`src/rtl/bus_xbar.sv`:
```
// NUM_M x NUM_S memory-bus crossbar: per-slave arbitration (round-robin or fixed), master lock,
// registered read-return routing. Define BUS_DECERR_EN to terminate unmapped accesses with an error.
module bus_xbar #(
  parameter int NUM_M  = 3,
  parameter int NUM_S  = 4,
  parameter int ADDR_W = 32,
  parameter int DATA_W = 32,
  parameter int RD_LAT = 1,
  parameter int ARB_RR = 1,
  parameter logic [4*NUM_S-1:0] S_BASE = {4'h8, 4'h4, 4'h2, 4'h1}
) (
  input  logic                     i_clk,
  input  logic                     i_rst_n,
  input  logic [NUM_M-1:0]         i_m_req,
  input  logic [NUM_M-1:0]         i_m_lock,
  output logic [NUM_M-1:0]         o_m_gnt,
  input  logic [NUM_M*ADDR_W-1:0]  i_m_addr,
  input  logic [NUM_M-1:0]         i_m_write,
  input  logic [NUM_M-1:0]         i_m_read,
  input  logic [NUM_M*4-1:0]       i_m_size,
  input  logic [NUM_M*DATA_W-1:0]  i_m_din,
  output logic [NUM_M*DATA_W-1:0]  o_m_dout,
  output logic [NUM_M-1:0]         o_m_rvalid,
  output logic [NUM_M-1:0]         o_m_err,
  output logic [NUM_S*ADDR_W-1:0]  o_s_addr,
  output logic [NUM_S-1:0]         o_s_write,
  output logic [NUM_S-1:0]         o_s_read,
  output logic [NUM_S*4-1:0]       o_s_size,
  output logic [NUM_S*DATA_W-1:0]  o_s_din,
  input  logic [NUM_S*DATA_W-1:0]  i_s_dout
);

  localparam int MW = (NUM_M > 1) ? $clog2(NUM_M) : 1;
  localparam int SW = (NUM_S > 1) ? $clog2(NUM_S) : 1;
`ifdef BUS_DECERR_EN
  localparam bit DECERR = 1'b1;
`else
  localparam bit DECERR = 1'b0;
`endif
  localparam logic [DATA_W-1:0] ERR_DATA = DATA_W'(32'hDEAD_BEEF);

  logic [SW-1:0]    tgt [NUM_M];
  logic [NUM_M-1:0] hit, routed;
  logic [NUM_M-1:0] cand [NUM_S];
  logic [MW-1:0]    win [NUM_S];
  logic [NUM_S-1:0] s_gnt, held;

  logic [MW-1:0]    rr_ptr_q [NUM_S], rr_ptr_d [NUM_S];
  logic [MW-1:0]    lock_own_q [NUM_S], lock_own_d [NUM_S];
  logic [NUM_S-1:0] lock_vld_q, lock_vld_d;
  logic [RD_LAT-1:0] pv_q [NUM_M], pe_q [NUM_M];
  logic [SW-1:0]    ps_q [NUM_M][RD_LAT];
  logic [NUM_M-1:0] wr_err_q;

  // Address decode; scanning downward lets the lowest matching slave win.
  always_comb begin
    for (int m = 0; m < NUM_M; m++) begin
      tgt[m] = '0;
      hit[m] = 1'b0;
      for (int s = NUM_S - 1; s >= 0; s--) begin
        if (S_BASE[4*s +: 4] == i_m_addr[m*ADDR_W + ADDR_W - 4 +: 4]) begin
          tgt[m] = SW'(s);
          hit[m] = 1'b1;
        end
      end
      routed[m] = hit[m] || !DECERR;
    end
  end

  always_comb begin
    for (int s = 0; s < NUM_S; s++) begin
      win[s]   = '0;
      s_gnt[s] = 1'b0;
      held[s]  = 1'b0;
      for (int m = 0; m < NUM_M; m++)
        cand[s][m] = i_m_req[m] && routed[m] && (tgt[m] == SW'(s));
      if (lock_vld_q[s] && cand[s][lock_own_q[s]] && i_m_lock[lock_own_q[s]]) begin
        win[s]   = lock_own_q[s];
        s_gnt[s] = 1'b1;
        held[s]  = 1'b1;
      end else if (ARB_RR != 0) begin
        // Search farthest-first so the candidate nearest after rr_ptr overrides.
        for (int k = NUM_M; k >= 1; k--) begin
          if (cand[s][(int'(rr_ptr_q[s]) + k) % NUM_M]) begin
            win[s]   = MW'((int'(rr_ptr_q[s]) + k) % NUM_M);
            s_gnt[s] = 1'b1;
          end
        end
      end else begin
        for (int m = NUM_M - 1; m >= 0; m--) begin
          if (cand[s][m]) begin
            win[s]   = MW'(m);
            s_gnt[s] = 1'b1;
          end
        end
      end
    end
  end

  always_comb begin
    o_m_gnt   = '0;
    o_s_addr  = '0;
    o_s_write = '0;
    o_s_read  = '0;
    o_s_size  = '0;
    o_s_din   = '0;
    for (int s = 0; s < NUM_S; s++) begin
      if (s_gnt[s]) begin
        o_m_gnt[win[s]]               = 1'b1;
        o_s_addr[s*ADDR_W +: ADDR_W]  = i_m_addr[int'(win[s])*ADDR_W +: ADDR_W];
        o_s_write[s]                  = i_m_write[win[s]];
        o_s_read[s]                   = i_m_read[win[s]];
        o_s_size[s*4 +: 4]            = i_m_size[int'(win[s])*4 +: 4];
        o_s_din[s*DATA_W +: DATA_W]   = i_m_din[int'(win[s])*DATA_W +: DATA_W];
      end
    end
    // Unmapped accesses (error build only) are accepted without a slave.
    for (int m = 0; m < NUM_M; m++)
      if (i_m_req[m] && !routed[m]) o_m_gnt[m] = 1'b1;
  end

  always_comb begin
    for (int s = 0; s < NUM_S; s++) begin
      rr_ptr_d[s]   = rr_ptr_q[s];
      lock_own_d[s] = lock_own_q[s];
      lock_vld_d[s] = 1'b0;
      if (s_gnt[s]) begin
        if (!held[s]) rr_ptr_d[s] = win[s];
        if (i_m_lock[win[s]]) begin
          lock_vld_d[s] = 1'b1;
          lock_own_d[s] = win[s];
        end
      end
    end
  end

  always_ff @(posedge i_clk or negedge i_rst_n) begin
    if (!i_rst_n) begin
      for (int s = 0; s < NUM_S; s++) begin
        rr_ptr_q[s]   <= MW'(NUM_M - 1);
        lock_own_q[s] <= '0;
      end
      lock_vld_q <= '0;
      wr_err_q   <= '0;
      for (int m = 0; m < NUM_M; m++) begin
        pv_q[m] <= '0;
        pe_q[m] <= '0;
        for (int i = 0; i < RD_LAT; i++) ps_q[m][i] <= '0;
      end
    end else begin
      for (int s = 0; s < NUM_S; s++) begin
        rr_ptr_q[s]   <= rr_ptr_d[s];
        lock_own_q[s] <= lock_own_d[s];
      end
      lock_vld_q <= lock_vld_d;
      for (int m = 0; m < NUM_M; m++) begin
        for (int i = RD_LAT - 1; i > 0; i--) begin
          pv_q[m][i] <= pv_q[m][i-1];
          pe_q[m][i] <= pe_q[m][i-1];
          ps_q[m][i] <= ps_q[m][i-1];
        end
        pv_q[m][0]  <= o_m_gnt[m] && i_m_read[m];
        pe_q[m][0]  <= !routed[m];
        ps_q[m][0]  <= tgt[m];
        wr_err_q[m] <= o_m_gnt[m] && i_m_write[m] && !routed[m];
      end
    end
  end

  always_comb begin
    o_m_dout = '0;
    for (int m = 0; m < NUM_M; m++) begin
      o_m_rvalid[m] = pv_q[m][RD_LAT-1];
      o_m_err[m]    = DECERR && ((pv_q[m][RD_LAT-1] && pe_q[m][RD_LAT-1]) || wr_err_q[m]);
      if (pv_q[m][RD_LAT-1])
        o_m_dout[m*DATA_W +: DATA_W] = pe_q[m][RD_LAT-1] ? ERR_DATA :
                                       i_s_dout[int'(ps_q[m][RD_LAT-1])*DATA_W +: DATA_W];
    end
  end

endmodule

```
`config.mk`:
```
export PLATFORM = sky130hd
export DESIGN_NAME = bus_xbar
export DESIGN_NICKNAME = d
export VERILOG_FILES = /design/src/rtl/bus_xbar.sv
export SDC_FILE = /design/constraint.sdc
export NUM_CORES = 1
export LEC_CHECK = 0
export ABC_CLOCK_PERIOD_IN_PS = 3000
export CAP_MARGIN = 30
export CORE_AREA = 2 2 283 285
export CTS_CLUSTER_DIAMETER = 40
export DETAILED_ROUTE_END_ITERATION = 10
export DIE_AREA = 0 0 285 287
export REMOVE_ABC_BUFFERS = 1
export SYNTH_ARGS = -nofsm -noshare
export SYNTH_HDL_FRONTEND = slang
export SYNTH_SLANG_ARGS = --single-unit
```
`constraint.sdc`:
```
create_clock -name i_clk -period 3 [get_ports i_clk]
set_input_delay 0.6 -clock i_clk [delete_from_list [all_inputs] [get_ports i_clk]]
set_output_delay 0.6 -clock i_clk [all_outputs]
set_load 0.02 [all_outputs]
```
# Word level (Yosys, flattened, before mapping)

Index checks and enable logic that the tools add are counted.

Divide/modulo/power cells: 12
Add/sub/neg operators: 12
Bitwise gates (word level): 7
Order comparisons: 24
Equality and inequality tests: 21
Reductions and logical operators: 38
Muxes and demuxes: 167
Shifts and indexed selects: 15

Operators with widths:

| cell                  | number |
|---|---|
| $shiftx 96x8->32      | 8 |
| $lt 32x4->1 const B   | 12 |
| $mod 32x3->32 const B | 12 |
| $shiftx 128x8->32     | 3 |
| $mux 32               | 11 |
| $mux 1                | 84 |
| $bmux 1 s2            | 32 |
| $mux 2                | 28 |
| $shiftx 12x5->4       | 4 |
| $logic_and 1x1->1     | 27 |
| $add 2x2->3 const B   | 8 |
| $lt 2x3->1 const B    | 8 |
| $mux 4                | 4 |
| $reduce_and 2->1      | 8 |
| $add 2x1->3 const B   | 4 |
| $eq 1x4->1 const A    | 3 |
| $eq 2x2->1 const B    | 6 |
| $eq 2x4->1 const A    | 3 |
| $eq 3x4->1 const A    | 3 |
| $eq 4x4->1 const A    | 3 |
| $mux 3                | 4 |
| $or 3x3->3            | 3 |
| $demux 1 s2           | 4 |
| $ge 2x1->1 const B    | 4 |
| 3 further kinds       | 10 |

Flip-flop bits (word level): 29

# Longest topological paths before layout

Gate-level depths: netlist (run 1).

Word-level depth: 26
Mapped depth: 12
Gate-level depth less buffers: 9

# Worst setup path after synthesis (run 1)

OpenSTA, ideal clock, no wires.

Path kind: input-to-output
From: input port i_m_addr[92]
To: output port o_s_addr[64]
Stages on the path: 10
Arrival time: 2.855 ns
Path slack: -0.455 ns
Cell sequence: clkbuf_1 -> nor4b_2 -> and2_1 -> nor2_1 -> maj3_2 -> a221oi_2 -> nor2_1 -> buf_2 -> buf_2 -> nor3_1

Longest elaborated chain between the ends: 16
Elaborated cells on any way between the ends: 33
Those cells by class: eq/ne (5); shift (1); mux (24); reduce/logical (3)

RTL lines:

| element                                   | RTL line | text |
|---|---|---|
| start, declared                           | 17       | `input logic [NUM_M*ADDR_W-1:0] i_m_addr,` |
| $eq 4x4->1                                | 61       | `if (S_BASE[4*s +: 4] == i_m_addr[m*ADDR_W + ADDR_W - 4 +: 4]) begin` |
| $mux 2 (3 in a row)                       | 61       |  |
| $mux 2 (*)                                | 61       |  |
| $eq 2x2->1 (*)                            | 76       | `cand[s][m] = i_m_req[m] && routed[m] && (tgt[m] == SW'(s));` |
| $logic_and 1x1->1 (*)                     | 76       |  |
| $bmux 1 s2                                | 84       | `if (cand[s][(int'(rr_ptr_q[s]) + k) % NUM_M]) begin` |
| $mux 1 (not written as such) (2 in a row) | 84       |  |
| $mux 2 (3 in a row)                       | 84       |  |
| $mux 2                                    | 77       | `if (lock_vld_q[s] && cand[s][lock_own_q[s]] && i_m_lock[lock_own_q[s]]) begin` |
| $shiftx 96x8->32                          | 110      | `o_s_addr[s*ADDR_W +: ADDR_W] = i_m_addr[int'(win[s])*ADDR_W +: ADDR_W];` |
| $mux 32 (*)                               | 108      | `if (s_gnt[s]) begin` |
| end, declared                             | 25       | `output logic [NUM_S*ADDR_W-1:0] o_s_addr,` |

Mark *: on every way between the ends. The rest lies on a longest branch, timed or not. The select of a mux whose other input is x is not followed.

# Worst setup path in the final report (run 1)

From: register rr_ptr_q[3] (netlist bit)
To: output port o_s_addr[65]

Longest elaborated chain between the ends: 11
Elaborated cells on any way between the ends: 25
Those cells by class: add/sub (3); div (3); shift (1); mux (18)

RTL lines:

| element                                   | RTL line | text |
|---|---|---|
| start, declared                           | 48       | `logic [MW-1:0] rr_ptr_q [NUM_S], rr_ptr_d [NUM_S];` |
| start signal, assigned by index           | 140      | `rr_ptr_q[s] <= MW'(NUM_M - 1);` |
| start signal, assigned by index           | 152      | `rr_ptr_q[s] <= rr_ptr_d[s];` |
| $add 2x2->3                               | 84, 85   |  |
| $mod 32x3->32                             | 84, 85   |  |
| $bmux 1 s2                                | 84       |  |
| $mux 1 (not written as such) (2 in a row) | 84       |  |
| $mux 2 (3 in a row)                       | 84       |  |
| $mux 2                                    | 77       |  |
| $shiftx 96x8->32                          | 110      |  |
| $mux 32 (*)                               | 108      |  |

Marks and branches as above.

==> results of run 1 <==
[metal layers]
layer	vias up	track usage, %
met5	-	0
met4	12	9.82
met3	231	4.94
met2	1191	42.5
met1	9031	25.8
li1	7867	-
[area by class of cell]
class,instances,share of cell area [%]
Timing Repair Buffer,1250,49.5
Sequential cell,29,2.70
Clock inverter,2,0.0506
Clock buffer,6,0.511
Tap cell,1050,4.83
Inverter,23,0.317
Antenna cell,8,0.0736
Multi-Input combinational cell,1286,42.0
[synth_stat cells, types with 5 or more instances]
cell      number  area, sq um
buf_4         18          135
clkbuf_1      78          293
and2_1       104          651
o21ai_0       32          160
nand2_1      178          668
ha_1           8          100
o22ai_1      107          669
a21oi_1        8         40.0
xnor2_1        6         52.6
inv_1         23         86.3
a31oi_1        6         37.5
nor2_1       195          732
nand3_1       18         90.1
o21ai_1       51          255
o211ai_1       5         37.5
and3_1        10         62.6
mux2i_1      127         1270
a211oi_1      56          420
nor3_1       136          681
buf_8          5         75.1
clkbuf_2       5         25.0
dfrtp_1       25          626
mux4_2        96         2160
buf_1         17         63.8
a311oi_1      47          412
nand4_1        8         50.1
buf_2         48          240
[cell families (layout without fill, tap and decap cells)]
logic type	after synthesis	count (layout)	synth area share, %
AND/OR/NAND/NOR	681	681	29.2
AO/OA/AOI/OAI	353	354	22.4
multiplexers	223	223	31.4
buffers and inverters	196	1281	8.62
flip-flops	29	29	6.69
adder cells (fa/ha/maj)	10	10	1.11
XOR/XNOR	6	6	0.481
other	1	20	0.0344
[sequential cells by signal, indices dropped and copies added, names as in the netlist]
signal and cells:
o_m_rvalid 3, ps_q 6, rr_ptr_q 8, lock_vld_q 4
lock_own_q 8
[worst max-delay path, stage by stage (launching register included)]
cell      delay, ns
dfstp_2        0.57
ha_4           0.22
and3_4         0.19
a311oi_4       0.27
nand3_2        0.15
buf_6          0.14
o32a_4         0.36
buf_12         0.17
buf_6          0.14
a311oi_4       0.30
buf_4          0.18
buf_12         0.11
[power by group through the flow]
stage / clock network (uW) / logic [uW] / registers, uW
floorplan: 0 / 4700 / 742
detailed placement: 0 / 11400 / 669
CTS: 558 / 13600 / 684
global route: 576 / 15700 / 705
global placement: 0 / 11400 / 664
finish: 548 / 15100 / 687
[path summary, 6_finish.rpt]
| check | startpoint | endpoint | slack (ns) |
|---|---|---|---|
| setup / recovery | rr_ptr_q[3] | o_s_addr[65] | -0.73 |
| max in group asynchronous | i_rst_n | rr_ptr_q[7] | 1.90 |
| hold reg to reg | rr_ptr_q[7] | rr_ptr_q[7] | 0.49 |
| hold / removal | i_m_addr[29] | ps_q[5] | 0.48 |
| min in group asynchronous | i_rst_n | ps_q[5] | 0.74 |
| setup reg to reg | rr_ptr_q[1] | lock_own_q[1] | 0.02 |
[per-stage QoR]
| step | total power [uW] | TNS, ns | hold WS, ns | utilization, % | setup WS, ns |
|---|---|---|---|---|---|
| 5_1_grt | 17000 | -180.90 | 0.486 | 34.6 | -0.820 |
| 2_1_floorplan | 5450 | -646.84 | 0.304 | - | -3.47 |
| 6_report | 16400 | -157.33 | 0.480 | 34.6 | -0.728 |
| 3_3_place_gp | 12100 | -377.89 | 0.483 | 28.1 | -1.67 |
| 4_1_cts | 14800 | -155.24 | 0.469 | 32.2 | -0.710 |
| 3_5_place_dp | 12100 | -388.51 | 0.491 | 28.1 | -1.70 |
[what timing repair did]
action                     in CTS  in global routing
buffers inserted              122                 92
resized for setup            1286                530
setup endpoints to repair     286                280
hold buffers                    0                  0
pin swaps                     106                 98
cloned                         31                  8
==> summary by stage, run 1 <==
Run status
The flow ran to the end, but the final reports show violations. The final reports fail on negative setup slack.

Place
The global placer's final weighted congestion is between 0.9 and 1. The cell area after placement is ~22000 sq um. The cell count after placement is about 3400. The quantity of I/O buffers inserted on ports is 718.

The half-perimeter wire length after placement is 70700 um.

STA
Derived from the worst setup path, the maximum achievable clock frequency is approximately 0.27 GHz. Measured against its own limit, the worst slew margin works out to between 50% and 60%. Setup violations remaining at the end of the flow were counted as between 200 and 300. The measured slew at the worst slew-check pin is between 0.6 and 0.7 ns. Subtracting the final worst setup slack from the clock period gives approximately 3.7 ns.

The max-slew violation total from the final report is 0. Setup repair after global routing could not meet its margin everywhere. The count of final hold-check violations is 0. Setup slack on the critical path of the routed design comes to -0.728 ns. The share of the cycle needed by the critical path after routing is 124%. The final worst clock skew is between 0.008 and 0.009 ns.

CTS
TritonCTS built the clock tree. After clock tree synthesis, the clock-pin slew on the worst setup and hold paths is around 0.060 ns. The H-tree was split into 2 levels.

The number of buffers created by CTS is 5. Clock latency on the worst-skew pair, taken at its later pin, is slightly below 0.3 ns. The deepest clock path buffer count is 2. In this run the clock root is driven by a clkbuf_16.

Counting every sink on the clock net gives 29.

Final layout
The area of all sequential standard cells is between 700 and 800 sq um. The library cell used most frequently in the layout, excluding fill and tap cells, is buf_4. The final design instance area without fill is 27200 sq um. The area of the multi-input gates is 11400 sq um. The final-layout fill cell count is roughly 8000. In the final layout, the share of cells above drive strength 1 is 49.9%. The relative area change from synthesis to final layout is 149%. At the end of the flow, the number of nets in the layout was approximately 2900.

The count of cells in the finished layout, fillers not included, comes to about 3700. The top cell types in the final layout, fill and taps aside, are buf_4, clkdlybuf4s50_1, nor2_1.

Pwr
In this run the power spent charging and discharging nets is approximately 8200 uW. The part of the power in combinational logic is 92.5%. Per report_power, the sequential group accounts for under 10% of the total.

The switching fraction of total power is 49.9%. Summed over all cells, the static leakage comes to roughly 0.011 uW. The largest voltage drop on the vdd net is a little under 0.5 mV.

The internal power of the cells is between 8000 and 9000 uW. The share of total power dissipated in the clock network is between 3 and 4%. The total power density per cell area is 602 nW/um^2.

Drt
After detailed routing, the average wire length per cell comes to 28.7 um. The routed design has 105000 um of wire. Once detail routing completed, the nets flagged for antenna violations numbered 0. For this run, design rule violations remaining after detail routing come to 0. Summed over all nets, wire length on met3 after detailed routing comes to just under 9000 um. The detailed router finished its first iteration with roughly 1300 violations. The via count is 18300. The length of the first detailed-routing pass in iterations is 8.

The routed via count divided by cell count is 5.02. The routed design uses 53400 um of met2 wire. The detailed router put a total of about 37000 um of wire on met1. The top layer reached by signal wires is met5.

GRT
The all-layer global routing usage is 23.2%. Entering global routing, the biggest net connects 42 pins. The leftover overflow at the end of global routing is 0. The number of antenna violations at the first check in global routing is 15. The number of global-route vias before repair came to 17500. The first global-routing pass estimated around 140000 um of wire.

Hold path
The number of stages on the worst hold path is 2. In this run the worst hold path is classified as input port to register.

Die
The vertical extent of the die is 287 um. The die width is between 200 and 300 um. Row generation in the floorplan step produced 103 rows. The initial core utilization is around 14%. ~730 I/O pins were placed. The die area is between 80000 and 90000 sq um.

The placeable core region is ~80000 sq um.

Critical path
Measured in cells, the most critical reg-to-reg path has a length of 15. STA classifies the critical path endpoint as an output pin. STA classifies the critical path startpoint as a register. Data arrives at the worst endpoint at 3.13 ns. The data required time of the worst path is 2.40 ns. The critical path in this run is classified as register to output pin. The top fanout value on the critical path is 11.

Yosys
The cell area after technology mapping is ~11000 sq um. The sequential element share of the synthesized area is between 6 and 7%. In the synthesized netlist the async set-or-reset flop fraction comes to 100%. In this run, synthesis inferred 0 flip-flops with an integrated enable.

Counting flops and latches in the post-synthesis netlist gives 29. Yosys printed 0 warnings. The synthesized area per cell is about 7.3 sq um. The distinct cell type count after synthesis is 82. The dominant synthesized flop cell is dfrtp_1. After technology mapping, the gate count stands at approximately 1500.

Flow run
The number of max-capacitance violations reported is 0.
Note: power is estimated with default switching activity, not from simulation.
==> run 2, diff against run 1 <==
--- a/config.mk
+++ b/config.mk
@@ -5,12 +5,13 @@
 export SDC_FILE = /design/constraint.sdc
 export NUM_CORES = 1
 export LEC_CHECK = 0
-export ABC_CLOCK_PERIOD_IN_PS = 3000
+export ABC_CLOCK_PERIOD_IN_PS = 3400
 export CAP_MARGIN = 30
 export CORE_AREA = 2 2 283 285
 export CTS_CLUSTER_DIAMETER = 40
 export DETAILED_ROUTE_END_ITERATION = 10
 export DIE_AREA = 0 0 285 287
+export PLACE_DENSITY = 0.51
 export REMOVE_ABC_BUFFERS = 1
 export SYNTH_ARGS = -nofsm -noshare
 export SYNTH_HDL_FRONTEND = slang
==> constraint.sdc (replaced) <==
create_clock -name i_clk -period 3.4 [get_ports i_clk]
set_input_delay 0.68 -clock i_clk [delete_from_list [all_inputs] [get_ports i_clk]]
set_output_delay 0.68 -clock i_clk [all_outputs]
set_load 0.02 [all_outputs]
==> summary by stage, run 2 (synthesized netlist as in run 1, its figures left out) <==
Final layout
The library cells used most frequently in the layout, excluding fill and tap cells, are buf_4, clkdlybuf4s50_1, buf_6. Compared with the post-synthesis result, the final layout area differs by 161%. The area of all sequential standard cells was 734 sq um (unchanged). The largest registers in the layout are lock_own_q (8), rr_ptr_q (8), ps_q (6). The area of the multi-input gates is 12000 sq um (+5.1%). The final-layout fill cell count is 7994 (-0.56%).

The number of nets in the finished design is 3026 (+2.6%). The final design instance area without fill is 28400 sq um (+4.6%). The end-of-flow core utilization came to 36.2% (+1.6 points).

The share of final-layout standard cells stronger than drive strength 1 is 53.8% (+3.9 points). The leading cell type in the layout, fill and taps excluded is buf_4.

GRT
The leftover overflow at the end of global routing is 0 (unchanged). The number of antenna violations at the first check in global routing is 8 (-7). The all-layer global routing usage came to 22.0% (-1.2 points). The pin count of the biggest net entering global routing came to 37 (-12%). The number of global-route vias before repair was 17700 (+1.3%). The first-pass GRT wire length came to 132000 um (-3.5%).

Pwr
The total chip power is 14800 uW (-9.4%). The leakage power is 0.0116 uW (+4.1%). The largest voltage drop on the vdd net was 0.383 mV (-22%). The total power density per cell area is 522 nW/um^2 (-13%).

Drt
The DRC violation count after routing came to 0 (unchanged). The number of nets with antenna violations after detailed routing is 0 (unchanged). The via count is 18300 (-0.22%).

The average wire per standard cell is 26.6 um (-7.2%). The length of the first detailed-routing pass in iterations was 5 (-3). The routed via count divided by cell count is 4.91 (-2.1%). The final wirelength was 99200 um (-5.4%). The DRC marker count from the first detailed-route iteration is 1030 (-18%).

CTS
The number of clock sinks is 29 (unchanged). The insertion delay to the later sink of the worst-skew pair is 0.30 ns (about the same). The deepest clock path buffer count was 2 (unchanged). The tree is rooted in a clkbuf_16. TritonCTS built the clock tree. The number of buffers created by CTS is 5 (unchanged).

The number of levels in the clock H-tree was 2 (unchanged). The clock transition at the registers of the reported paths is 0.06 ns (about the same). The hold buffer count at cts was 0 (unchanged).

Critical path
STA classifies the critical path startpoint as a register. The data required time of the worst path is 2.72 ns (+0.32 ns). The data arrival time of the critical path is 3.23 ns (+0.10 ns). The critical path is of the register to output pin type. The nature of the critical path endpoint is an output pin. The top fanout value on the critical path is 7 (-4).

Die
The boundary pin count is 731 (unchanged). The die area is 81800 sq um (unchanged). The row count is 103 (unchanged). The placeable core region is 78600 sq um (unchanged). The die width is 285 um (unchanged). The vertical extent of the die was 287 um (unchanged).

The initial core utilization is 13.9% (unchanged).

STA
The count of final hold-check violations is 0 (unchanged). The share of the cycle needed by the critical path after routing is 115%. The upper clock frequency limit is ~0.26 GHz. The final worst-path setup slack came to -0.514 ns (+0.213 ns). The relative max-transition margin is 64.8% (+10 points). Subtracting the final worst setup slack from the clock period gives roughly 3.9 ns.

The final worst clock skew came to 0.00556 ns (-0.00325 ns). The max-slew violation total from the final report is 0 (unchanged). The number of failing setup endpoints in the final timing report was 274 (unchanged). The measured slew at the worst slew-check pin is 0.528 ns (-0.156 ns). Setup repair after global routing could not meet its margin everywhere.

Run status
The run finished, with violations left. The checks that failed: negative setup slack.

Place
The global placer's final weighted congestion is 0.932 (+1.3%). The quantity of I/O buffers inserted on ports is 718 (unchanged). The cell area after placement is 21800 sq um (-1.3%). The half-perimeter wire length after placement came to 66300 um (-6.2%).

Flow run
The number of max-capacitance violations reported is 0 (unchanged).

Hold path
The worst hold-check path type is register to register.
==> run 2: cell types whose count changed in the layout (fill, tap and decap cells not counted), moves of 15 or more <==
| cell | previous run | this run |
|---|---|---|
| buf_12 | 145 | 122 |
| buf_2 | 59 | 37 |
| buf_4 | 443 | 503 |
| buf_6 | 117 | 174 |
| buf_8 | 19 | 34 |
| clkdlybuf4s15_2 | 23 | 0 |
| clkdlybuf4s50_1 | 382 | 414 |
| nand2_1 | 156 | 138 |
| nor3_1 | 74 | 51 |
| nor3_4 | 10 | 26 |
==> run 2: final cells by class <==
| class | count | area share, % |
|---|---|---|
| Clock inverter | 2 | 0.132 |
| Tap cell | 1050 | 4.62 |
| Inverter | 23 | 0.304 |
| Timing Repair Buffer | 1328 | 49.6 |
| Clock buffer | 6 | 0.488 |
| Antenna cell | 2 | 0.0176 |
| Sequential cell | 29 | 2.58 |
| Multi-Input combinational cell | 1285 | 42.2 |
==> run 2: per-layer routing <==
metal	track usage [%]	wire length [um]
met1	25.5	37400
met2	39.9	49500
met4	8.34	5200
met3	4.37	7080
met5	0	34
==> run 2: worst paths after layout <==
kind | from | end | slack, ns | depth (start not counted)
max | rr_ptr_q[3] | o_s_din[71] | -0.51 | 14
min | rr_ptr_q[7] | rr_ptr_q[7] | 0.49 | 2
max reg2reg | rr_ptr_q[5] | o_m_rvalid[0] | 0.25 | 14
min reg2reg | rr_ptr_q[7] | rr_ptr_q[7] | 0.49 | 2
max in group asynchronous | i_rst_n | ps_q[2] | 2.20 | 2
min in group asynchronous | i_rst_n | o_m_rvalid[1] | 0.82 | 2
==> run 2: repair_timing <==
| item | 4_1_cts | 5_1_grt |
|---|---|---|
| pin swaps | 165 | 133 |
| setup endpoints to repair | 277 | 275 |
| hold endpoints to repair | 0 | 0 |
| cloned | 38 | 14 |
| gates resized for setup | 1707 | 550 |
| buffers inserted | 172 | 115 |
==> run 2: critical path, stage by stage, from the launching register on <==
cell      delay (ns)
dfstp_2         0.57
ha_4            0.21
buf_6           0.13
or2_4           0.24
o211ai_1        0.32
nor3b_2         0.12
buf_4           0.16
nor2_4          0.12
buf_12          0.14
buf_12          0.13
buf_12          0.15
buf_6           0.10
nand2_2         0.03
a311oi_1        0.28
buf_2           0.22
==> run 2: per-stage QoR <==
stage	TNS, ns	instances	hold WS [ns]	setup WS (ns)
finish	-94.61	3725	0.492	-0.514
global route	-118.84	3725	0.509	-0.585
CTS	-95.09	3632	0.501	-0.502
detailed placement	-331.55	3424	0.491	-1.48
global placement	-333.02	3424	0.487	-1.49
floorplan	-574.70	1337	0.384	-3.23
==> run 2: power by group <==
part / internal (uW) / leakage [uW] / switching, uW / total [uW]
Combinational: 6860 / 0.0112 / 6830 / 13700
Clock: 366 / 0.0000831 / 191 / 557
Sequential: 477 / 0.000364 / 117 / 594
Total: 7700 / 0.0116 / 7140 / 14800
